## src/rtl/div_by_five_pkg.sv

```systemverilog
// -----------------------------------------------------------------------------
// div_by_five_pkg
// Definitions shared by the divide-by-five datapath: the two-state control
// encoding (also used by the divider control) and the default widths of the
// divider result.
// -----------------------------------------------------------------------------
package div_by_five_pkg;

  // Two-state control: waiting for a result, or streaming/computing one.
  typedef enum logic {
    IDLE = 1'b0,
    SEND = 1'b1
  } state_e;

  // Default quotient width produced by the divider.
  localparam int DIV_DATA_W = 8;

  // Remainder of a divide by five is 0..4, so three bits.
  localparam int REM_W = 3;

endpackage : div_by_five_pkg

```

## src/rtl/div_by_five_result_serializer.sv

```systemverilog
// -----------------------------------------------------------------------------
// div_by_five_result_serializer
// Captures a {quotient, remainder} result in the single cycle the divider
// flags it valid. The result is then streamed MSB-first as BEATS beats of
// OUT_W bits over a valid/ready link. The divider cannot be stalled, so a
// result that arrives mid-frame is dropped and recorded in a sticky overrun
// flag. The exception is a result that arrives on the last-beat transfer:
// that result is chained straight into the next frame.
//
// Ports
//   clk        rising-edge clock
//   rst_n      synchronous active-low reset
//   res_val    divider result valid (single-cycle pulse)
//   quotient   DATA_W-bit quotient, sampled with res_val
//   remainder  REM_W-bit remainder (0..4), sampled with res_val
//   nib_out    current OUT_W-bit beat
//   nib_val    beat valid
//   nib_rdy    consumer ready
//   nib_last   final beat of the frame
//   busy       frame in flight
//   overrun    sticky "result dropped" flag, cleared only by reset
// -----------------------------------------------------------------------------
module div_by_five_result_serializer
  import div_by_five_pkg::*;
#(
  parameter int DATA_W = DIV_DATA_W,
  parameter int OUT_W  = 4
) (
  input  logic              clk,
  input  logic              rst_n,
  input  logic              res_val,
  input  logic [DATA_W-1:0] quotient,
  input  logic [REM_W-1:0]  remainder,
  output logic [OUT_W-1:0]  nib_out,
  output logic              nib_val,
  input  logic              nib_rdy,
  output logic              nib_last,
  output logic              busy,
  output logic              overrun
);

  localparam int BEATS   = DATA_W / OUT_W + 1;
  localparam int FRAME_W = DATA_W + OUT_W;
  localparam int CNT_W   = $clog2(BEATS);

  // Quotient in the upper beats, remainder zero-extended into the last beat.
  function automatic logic [FRAME_W-1:0] build_frame(
    input logic [DATA_W-1:0] q,
    input logic [REM_W-1:0]  r
  );
    build_frame = (FRAME_W'(q) << OUT_W) | FRAME_W'(r);
  endfunction

  state_e             state_q, state_d;
  logic [FRAME_W-1:0] shift_q, shift_d;
  logic [CNT_W-1:0]   cnt_q, cnt_d;
  logic               overrun_q, overrun_d;

  logic               send_s;
  logic               last_s;
  logic               xfer_s;
  logic               last_xfer_s;

  // Outputs are decoded only from state, counter and shift register, so
  // nib_val never has a combinational path from nib_rdy.
  always_comb begin
    send_s      = (state_q == SEND);
    last_s      = send_s && (cnt_q == CNT_W'(BEATS - 1));
    xfer_s      = send_s && nib_rdy;
    last_xfer_s = xfer_s && last_s;
  end

  assign nib_val  = send_s;
  assign busy     = send_s;
  assign nib_last = last_s;
  // The frame is fully shifted out by the time the block returns to IDLE,
  // so this reads zero whenever nothing is being sent.
  assign nib_out  = shift_q[FRAME_W-1 -: OUT_W];
  assign overrun  = overrun_q;

  // Next-state logic: capture, shift on handshake, chain or drop new results.
  always_comb begin
    state_d   = state_q;
    shift_d   = shift_q;
    cnt_d     = cnt_q;
    overrun_d = overrun_q;
    case (state_q)
      IDLE: begin
        if (res_val) begin
          shift_d = build_frame(quotient, remainder);
          cnt_d   = '0;
          state_d = SEND;
        end else begin
          state_d = IDLE;
        end
      end
      SEND: begin
        if (last_xfer_s) begin
          if (res_val) begin
            // Back-to-back result: reload with no idle bubble.
            shift_d = build_frame(quotient, remainder);
            cnt_d   = '0;
            state_d = SEND;
          end else begin
            shift_d = shift_q << OUT_W;
            cnt_d   = '0;
            state_d = IDLE;
          end
        end else begin
          if (xfer_s) begin
            shift_d = shift_q << OUT_W;
            cnt_d   = cnt_q + CNT_W'(1);
          end else begin
            shift_d = shift_q;
            cnt_d   = cnt_q;
          end
          // No place to hold a second result: drop it, keep the frame.
          if (res_val) begin
            overrun_d = 1'b1;
          end else begin
            overrun_d = overrun_q;
          end
        end
      end
      default: begin
        state_d = IDLE;
      end
    endcase
  end

  // State, datapath and flag registers with synchronous active-low reset.
  always_ff @(posedge clk) begin
    if (!rst_n) begin
      state_q   <= IDLE;
      shift_q   <= '0;
      cnt_q     <= '0;
      overrun_q <= 1'b0;
    end else begin
      state_q   <= state_d;
      shift_q   <= shift_d;
      cnt_q     <= cnt_d;
      overrun_q <= overrun_d;
    end
  end

endmodule : div_by_five_result_serializer

```

## config.mk

```make
export PLATFORM = sky130hd
export DESIGN_NAME = div_by_five_result_serializer
export DESIGN_NICKNAME = d
export VERILOG_FILES = /design/src/rtl/div_by_five_pkg.sv /design/src/rtl/div_by_five_result_serializer.sv
export SDC_FILE = /design/constraint.sdc
export NUM_CORES = 1
export LEC_CHECK = 0
export CAP_MARGIN = 25
export CELL_PAD_IN_SITES_DETAIL_PLACEMENT = 0
export CELL_PAD_IN_SITES_GLOBAL_PLACEMENT = 1
export CORE_MARGIN = 8
export CORE_UTILIZATION = 34
export DETAILED_ROUTE_END_ITERATION = 8
export GPL_ROUTABILITY_DRIVEN = 0
export GPL_TIMING_DRIVEN = 0
export PLACE_DENSITY_LB_ADDON = 0.12
export SYNTH_ARGS = -nofsm -noshare
export SYNTH_HDL_FRONTEND = slang
export SYNTH_SLANG_ARGS = --single-unit
```

## constraint.sdc

```tcl
create_clock -name clk -period 2.7 [get_ports clk]
set_input_delay 0.54 -clock clk [delete_from_list [all_inputs] [get_ports clk]]
set_output_delay 0.54 -clock clk [all_outputs]
set_load 0.01 [all_outputs]
```

==> results.md, run 1 <==
- Post-Route WL: 1850 um
- Crit path DAT: 1.61 ns
- Ratio of cells with drive above 1 in the final layout: 14.4%
- I/O Buffers: 22
- Max frequency: 466 MHz
- Vias in the first global route: 686
- Final min period: 2.15 ns
- Number of diodes: 0
- Clk buf depth: 2
- Relative slew slack: 71.4%
- HP Class: flip-flop to flip-flop
- Final Net Count: 128
- Post-route ant nets: 0
- Leak Pwr: 0.378 nW
- Std-Cell Rows: 17
- Core area: 2130 um2
- Outcome: finished, final reports clean
- First-pass GRT wire length: 3110 um
- Max-cap violation count: 0
- Largest net degree at the start of global routing: 11
- Initial Utilization: 34.4%
- Register area share after synthesis: 41.0%
- GRT overflow: 0
- CTS Hold Buffers Added: 0
- Critical Path RT: 2.16 ns
- Least-Margin Pin Slew: 0.430 ns
- Antenna violations before repair: 0
- Die Area: 3890 um2
- Synth Instances: 85
- I/O pin count: 23
- CTS tree: done
- Post-CTS setup buffer count: 0
- DRC Markers: 0
- Cts bufs inserted: 3
- Period utilisation layout: 79.5%
- Reg2reg start: cnt_q[0]
- Hold slack: 0.462 ns
- Vias: 669
- # setup viols final: 0
- Yosys cell types: 24
- RSZ-0062 raised after global routing: false
- Post-DP HPWL: 1350 um
- Async SR Flop Fraction: 0%
- Root buffer cell: clkbuf_4
- Met2 wire len: 892 um
- Syn avg cell area: 8.61 um2
- DR top layer: met4
- R2r setup slk: 1.31 ns
- Met1 wire length: 864 um
- Top_reg_cell synth: dfxtp_1
- Min-delay src: cnt_q[1]
- Setup TNS: 0 ns
- Worst-path clk slew: 0.09 ns
- Gr usage total: 9.79%
- Die height: 62.4 um
- Met3 wire length: 75 um
- Resized cells post-CTS: 0
- Synth warn: 0
- Worst Setup SP: cnt_q[0]
- Critical-path maximum fanout: 6
- Final hold viol count: 0
- Detailed Routing Iterations Pass 1: 4
- Worst clock skew: 0.00546 ns
- Syn_nets: 101
- Filler cells: 222
- Synth Cell Area: 732 um2
- Peak VDD IR: 0.249 mV
- Vias per cell: 4.81
- Number of synthesized flops with an enable pin: 0
- Clock Latency Late Sink: 0.29 ns
- Yosys reg bits: 15
- Fin. max-slew vios: 0
- Clock sinks: 15
- Crit. End Element: output pin
- Critical Path Source Type: flip-flop
- Routed WL per cell: 13.3 um
- Die width: 62.4 um
- Power per cell area: 483 nW/um2
- H-tree Lvls: 1
- Area grow syn2layout: 38.6%
- DRT iter0 DRCs: 5
- Worst setup path class: flip-flop to output pin
-- critical path, cell delays in order (launching register included) --
cell and delay [ns]:
dfxtp_1 0.35, inv_1 0.05, ha_1 0.25, and2_2 0.21
clkdlybuf4s50_1 0.47
-- placed cells by master, fill, tap and decap left out, types with 3 or more instances in the layout --
cell	netlist	routed
a31oi_1	7	7
o211ai_1	4	4
clkdlybuf4s50_1	0	22
buf_4	6	6
nand2_1	6	6
a21oi_1	8	8
o21ai_0	14	14
clkbuf_4	0	3
dfxtp_1	15	15
a21boi_1	5	5
-- cells in the mapped netlist, types with 2 or more instances --
cell type | number | area, um2
inv_1 | 2 | 7.51
or3_1 | 2 | 12.5
buf_4 | 6 | 45.0
a21boi_1 | 5 | 37.5
buf_6 | 2 | 22.5
a31oi_1 | 7 | 43.8
o21ai_0 | 14 | 70.1
dfxtp_1 | 15 | 300
a21oi_1 | 8 | 40.0
o211ai_1 | 4 | 30.0
nand2_1 | 6 | 22.5
a21boi_0 | 2 | 15.0
-- where the power goes --
part / internal, mW / switching, mW / total (mW)
clock network: 0.0550 / 0.0791 / 0.134
registers: 0.237 / 0.00889 / 0.246
logic: 0.0644 / 0.0454 / 0.110
-- per-layer routing --
metal | up-vias | track usage (%)
li1 | 357 | -
met1 | 302 | 11.1
met2 | 8 | 15.7
met3 | 2 | 3.05
met4 | 0 | 5.98
met5 | - | 0
-- path summary, 6_finish.rpt --
path,endpoint,cells after the start
max,nib_last,4
min,cnt_q[1],2
max reg2reg,shift_q[5],6
min reg2reg,cnt_q[1],2
-- registers in the layout, summed over array words and instances (netlist names) --
signal / cells
shift_q: 11
cnt_q: 2
busy: 1
overrun: 1
-- layout make-up --
| type | instances | area [um2] | area share [%] |
|---|---|---|---|
| tap | 28 | 35.0 | 3.45 |
| clock buffer | 3 | 22.5 | 2.22 |
| multi-input combinational | 57 | 344 | 33.9 |
| buffer | 11 | 80.1 | 7.89 |
| clock inverter | 1 | 5.00 | 0.493 |
| timing repair buffer | 22 | 220 | 21.7 |
| sequential | 15 | 300 | 29.6 |
| inverter | 2 | 7.51 | 0.740 |
-- cells by family after synthesis --
kind of cell,share of synthesized area (%)
AOI/OAI and AO/OA,33.3
adders and majority gates,1.71
buffers and inverters,12.0
DFF,41.0
muxes,2.91
and+or+nand+nor,9.06
-- through the flow --
step / utilization, % / setup slack [ns] / std cells / total power, mW / cell area (um2)
after CTS: 47.7 / 0.526 / 139 / 0.498 / 1010
after global placement: 46.4 / 0.790 / 135 / 0.361 / 987
after global routing: 47.7 / 0.466 / 139 / 0.521 / 1010
final: 47.7 / 0.553 / 139 / 0.490 / 1010
after floorplan: - / 1.37 / 85 / 0.310 / 732
after detailed placement: 46.4 / 0.807 / 135 / 0.363 / 987
(Power assumes the default switching activity.)
==> inputs of run 2 (changes only) <==
--- a/config.mk
+++ b/config.mk
@@ -9,7 +9,7 @@
 export CELL_PAD_IN_SITES_DETAIL_PLACEMENT = 0
 export CELL_PAD_IN_SITES_GLOBAL_PLACEMENT = 1
 export CORE_MARGIN = 8
-export CORE_UTILIZATION = 34
+export CORE_UTILIZATION = 32
 export DETAILED_ROUTE_END_ITERATION = 8
 export GPL_ROUTABILITY_DRIVEN = 0
 export GPL_TIMING_DRIVEN = 0
==> constraint.sdc (replaced) <==
create_clock -name clk -period 2.2 [get_ports clk]
set_input_delay 0.44 -clock clk [delete_from_list [all_inputs] [get_ports clk]]
set_output_delay 0.44 -clock clk [all_outputs]
set_load 0.01 [all_outputs]
==> run 2 against run 1 <==
Design area unchanged. Combinational power up 23%. Worst setup slack worse by 0.41 ns. Clock skew down 0.0037 ns. Register-to-register slack worse by 0.53 ns. Clock-buffer cell count unchanged. Core utilization down 1.4 points. Power up 22%. Via count up 1.8%. Non-clock buffer count unchanged. Critical endpoint unchanged. Highest routed layer unchanged.
==> results.md, run 2 (same netlist as run 1, synthesis figures left out) <==
- Die height: 63.8 um
- Most frequent cells in the layout: clkdlybuf4s50_1 (22), dfxtp_1 (15), o21ai_0 (14)
- GRT Max-Usage Layer: met2
- Routed WL per cell: 13.4 um
- Critical Path RT: 1.76 ns
- Period utilisation layout: 93.7%
- Power per cell area: 589 nW/um2
- Final hold viol count: 0
- CTS tree: done
- Vias: 681
- Net switching power: 0.160 mW
- Clk pwr share: 26.9%
- Worst setup path class: flip-flop to output pin
- Max reg flops: 11
- H-tree Lvls: 1
- Number of diodes: 0
- Setup TNS: 0 ns
- Core area: 2190 um2
- Largest regs: shift_q (11), cnt_q (2)
- RSZ-0062 raised after global routing: false
- Fin. max-slew vios: 0
- Largest Register: shift_q
- Peak VDD IR: 0.426 mV
- Clock Latency Late Sink: 0.29 ns
- Leak Pwr: 0.378 nW
- Logic gate share of total power: 22.6%
- Vias per cell: 4.90
- Placed Cells: 135
- Max-cap violation count: 0
- Relative slew slack: 70.4%
- Clock sinks: 15
- GRT overflow: 0
- Met3 usage: 2.61%
- Critical Path Source Type: flip-flop
- Clk buf depth: 2
- Critical-path maximum fanout: 6
- DRT iter0 DRCs: 15
- M1 GR Usage: 11.2%
- Most common cell after layout, fill and taps aside: clkdlybuf4s50_1
- Post-DP HPWL: 1340 um
- I/O Buffers: 22
- Die width: 63.8 um
- Sequential fraction of design power: 50.5%
- Met2 usage: 15.8%
- Std-Cell Rows: 17
- Post-route ant nets: 0
- HP Class: flip-flop to flip-flop
- Gr usage total: 9.63%
- Vias in the first global route: 714
- Outcome: finished, final reports clean
- DRC Markers: 0
- Final min period: 2.06 ns
- Final Net Count: 128
- Internal power: 0.438 mW
- Crit. End Element: output pin
- Post-route insts no fill: 139
- Worst clock skew: 0.00178 ns
- CTS Hold Buffers Added: 0
- Worst-path clk slew: 0.09 ns
- Die Area: 4070 um2
- Cts bufs inserted: 3
- Antenna violations before repair: 0
- Resized cells post-CTS: 0
- # setup viols final: 0
- Post-layout util: 46.3%
- Max frequency: 485 MHz
- Root buffer cell: clkbuf_4
- Sw Share: 26.8%
- Post-CTS setup buffer count: 0
- Largest net degree at the start of global routing: 11
- Area grow syn2layout: 38.6%
- Post-Route WL: 1860 um
- Filler cells: 223
- Least-Margin Pin Slew: 0.443 ns
- I/O pin count: 23
- First-pass GRT wire length: 3170 um
- Detailed Routing Iterations Pass 1: 4
- Initial Utilization: 33.4%
- Hold slack: 0.462 ns
- Crit path DAT: 1.62 ns
- Ratio of cells with drive above 1 in the final layout: 14.4%
-- run 2: final cells by class --
cell class                      count  area, um2  area share (%)
Clock inverter                      1       5.00           0.493
Inverter                            2       7.51           0.740
Tap cell                           28       35.0            3.45
Sequential cell                    15        300            29.6
Buffer                             11       80.1            7.89
Timing Repair Buffer               22        220            21.7
Clock buffer                        3       22.5            2.22
Multi-Input combinational cell     57        344            33.9
-- run 2: power groups by stage --
| stage | Sequential, mW | Combinational (mW) | Clock (mW) |
|---|---|---|---|
| floorplan | 0.307 | 0.0731 | 0 |
| global placement | 0.308 | 0.135 | 0 |
| finish | 0.302 | 0.135 | 0.161 |
| global route | 0.305 | 0.150 | 0.184 |
| CTS | 0.302 | 0.137 | 0.167 |
| detailed placement | 0.308 | 0.137 | 0 |
-- run 2: layer usage --
metal  routed length, um  part of all wire [%]  up-vias
met2                 869                    47       12
met5                   0                     0        -
met4                  36                   1.9        0
li1                    -                     -      356
met3                  71                   3.8        5
met1                 882                    47      308
-- run 2: through the flow --
step           instance area (um2)  setup WS [ns]  total power [mW]
6_report                      1010          0.138             0.598
5_1_grt                       1010         0.0391             0.638
4_1_cts                       1010          0.124             0.606
3_5_place_dp                   987          0.404             0.445
3_3_place_gp                   987          0.412             0.443
2_1_floorplan                  732          0.940             0.380
-- run 2: worst max-delay path: stages (launching register included) --
cell and delay (ns):
dfxtp_1 0.35, inv_1 0.05, ha_1 0.25, and2_2 0.21
clkdlybuf4s50_1 0.47
-- run 2: final timing paths --
path	startpoint	to	slack, ns	cells after the start
min reg2reg	cnt_q[1]	cnt_q[1]	0.46	2
min	cnt_q[1]	cnt_q[1]	0.46	2
max	cnt_q[0]	nib_last	0.14	4
max reg2reg	cnt_q[0]	shift_q[4]	0.78	6
==> inputs of run 3 (changes only) <==
==> constraint.sdc (replaced) <==
create_clock -name clk -period 2.05 [get_ports clk]
set_input_delay 0.41 -clock clk [delete_from_list [all_inputs] [get_ports clk]]
set_output_delay 0.41 -clock clk [all_outputs]
set_load 0.01 [all_outputs]
==> run 3 against run 2 <==
Largest power group unchanged. Highest routed layer unchanged. Clock-buffer cell count stayed put. Global-route usage is the same. Design area up 0.25%. Die area stayed put. Sequential power is 7.3% higher. Largest cell class unchanged.
==> results.md, run 3 (same netlist as run 1, synthesis figures left out) <==
- R2r setup slk: 0.63 ns
- Fin. max-slew vios: 0
- Met2 wire len: 870 um
- Worst setup path class: flip-flop to output pin
- Max reg flops: 11
- Cts bufs inserted: 3
- HP Class: flip-flop to flip-flop
- Final instance area: 1020 um2
- DR top layer: met4
- Antenna violations before repair: 0
- Met3 wire length: 71 um
- Outcome: finished, final reports clean
- Hold endpoint: cnt_q[1]
- Crit. End Element: output pin
- Die Area: 4070 um2
- Min-delay src: cnt_q[1]
- Setup TNS: 0 ns
- Vias in the first global route: 714
- Post-route ant nets: 0
- Least-Margin Pin Slew: 0.443 ns
- Post-DP HPWL: 1340 um
- Vias: 681
- Hold path cells: 2
- Worst clock skew: 0.00179 ns
- Power per cell area: 631 nW/um2
- Post-CTS setup buffer count: 0
- Max-cap violation count: 0
- Peak VDD IR: 0.457 mV
- Post-Route WL: 1860 um
- Placed inst area: 987 um2
- RSZ-0062 raised after global routing: false
- Most frequent cells in the layout: clkdlybuf4s50_1 (21), dfxtp_1 (15), o21ai_0 (14)
- Core area: 2190 um2
- Critical Path RT: 1.64 ns
- Crit path DAT: 1.42 ns
- Final hold viol count: 0
- Root buffer cell: clkbuf_4
- Final Net Count: 128
- Vias per cell: 4.90
- Clock Latency Late Sink: 0.29 ns
- Reg2reg start: cnt_q[0]
- FF-to-FF path depth: 6
- Final min period: 1.83 ns
- I/O pin count: 23
- Clk buf depth: 2
- Met1 wire length: 880 um
- Leak Pwr: 0.396 nW
- Largest regs: shift_q (11), cnt_q (2)
- Die height: 63.8 um
- Period utilisation layout: 89.1%
- H-tree Lvls: 1
- Critical-path maximum fanout: 6
- Die width: 63.8 um
- Clock sinks: 15
- Detailed Routing Iterations Pass 1: 4
- Std-Cell Rows: 17
- Max frequency: 547 MHz
- Largest Register: shift_q
- First-pass GRT wire length: 3170 um
- Critical Path Source Type: flip-flop
- Routed WL per cell: 13.4 um
- # setup viols final: 0
- GRT overflow: 0
- DRC Markers: 0
- Relative slew slack: 70.4%
- Number of diodes: 0
- Worst-path clk slew: 0.09 ns
- DRT iter0 DRCs: 15
- R2R Path End: shift_q[4]
- Largest net degree at the start of global routing: 11
- Gr usage total: 9.63%
- Area grow syn2layout: 39.0%
- CTS tree: done
- Ratio of cells with drive above 1 in the final layout: 14.4%
- Most common cell after layout, fill and taps aside: clkdlybuf4s50_1
- I/O Buffers: 22
- Initial Utilization: 33.4%
run 3: cell types whose count changed in the layout (fill, tap and decap cells not counted):
cell             before  now
clkdlybuf4s50_1      22   21
dlymetal6s2s_1        0    1
run 3: area by class of cell:
type                       instances  area, um2
fill                             224       1170
multi-input combinational         57        344
sequential                        15        300
timing repair buffer              22        223
buffer                            11       80.1
tap                               28       35.0
clock buffer                       3       22.5
inverter                           2       7.51
clock inverter                     1       5.00
run 3: how the worst max path moves through the flow:
stage / start / to / slack (ns)
floorplan: busy / shift_q[10] / 0.79
global placement: nib_rdy / shift_q[9] / 0.29
detailed placement: nib_rdy / shift_q[9] / 0.28
CTS: cnt_q[0] / nib_last / 0.004
global route: busy / nib_val / 0.16
finish: busy / nib_val / 0.22
run 3: metrics by stage:
| step | total power, mW | hold slack (ns) | setup slack, ns | instances | util [%] |
|---|---|---|---|---|---|
| 2_1_floorplan | 0.408 | 0.434 | 0.790 | 85 | - |
| 3_3_place_gp | 0.475 | 0.443 | 0.292 | 135 | 45.1 |
| 3_5_place_dp | 0.478 | 0.449 | 0.284 | 135 | 45.1 |
| 4_1_cts | 0.651 | 0.462 | 0.00367 | 139 | 46.3 |
| 5_1_grt | 0.685 | 0.475 | 0.155 | 139 | 46.4 |
| 6_report | 0.642 | 0.462 | 0.223 | 139 | 46.4 |
run 3: worst max-delay path, stage by stage (launching register included):
cell and delay, ns:
dfxtp_1 0.46, buf_4 0.15, clkdlybuf4s50_1 0.52
run 3: what timing repair did:
item | CTS | global route
gates resized for setup | 0 | 1
hold buffers | 0 | 0
endpoints found under the hold margin | 0 | 0
setup endpoints to repair | 0 | 1
run 3: power breakdown:
| group | switching (mW) | internal [mW] | total (mW) |
|---|---|---|---|
| sequential | 0.0113 | 0.312 | 0.324 |
| clock | 0.100 | 0.0725 | 0.173 |
| combinational | 0.0604 | 0.0848 | 0.145 |
run 3: routing by layer:
metal / vias to the layer above / global-route usage (%)
met1: 308 / 11.2
met2: 12 / 15.8
met3: 5 / 2.61
met4: 0 / 5.01
met5: - / 0
li1: 356 / -
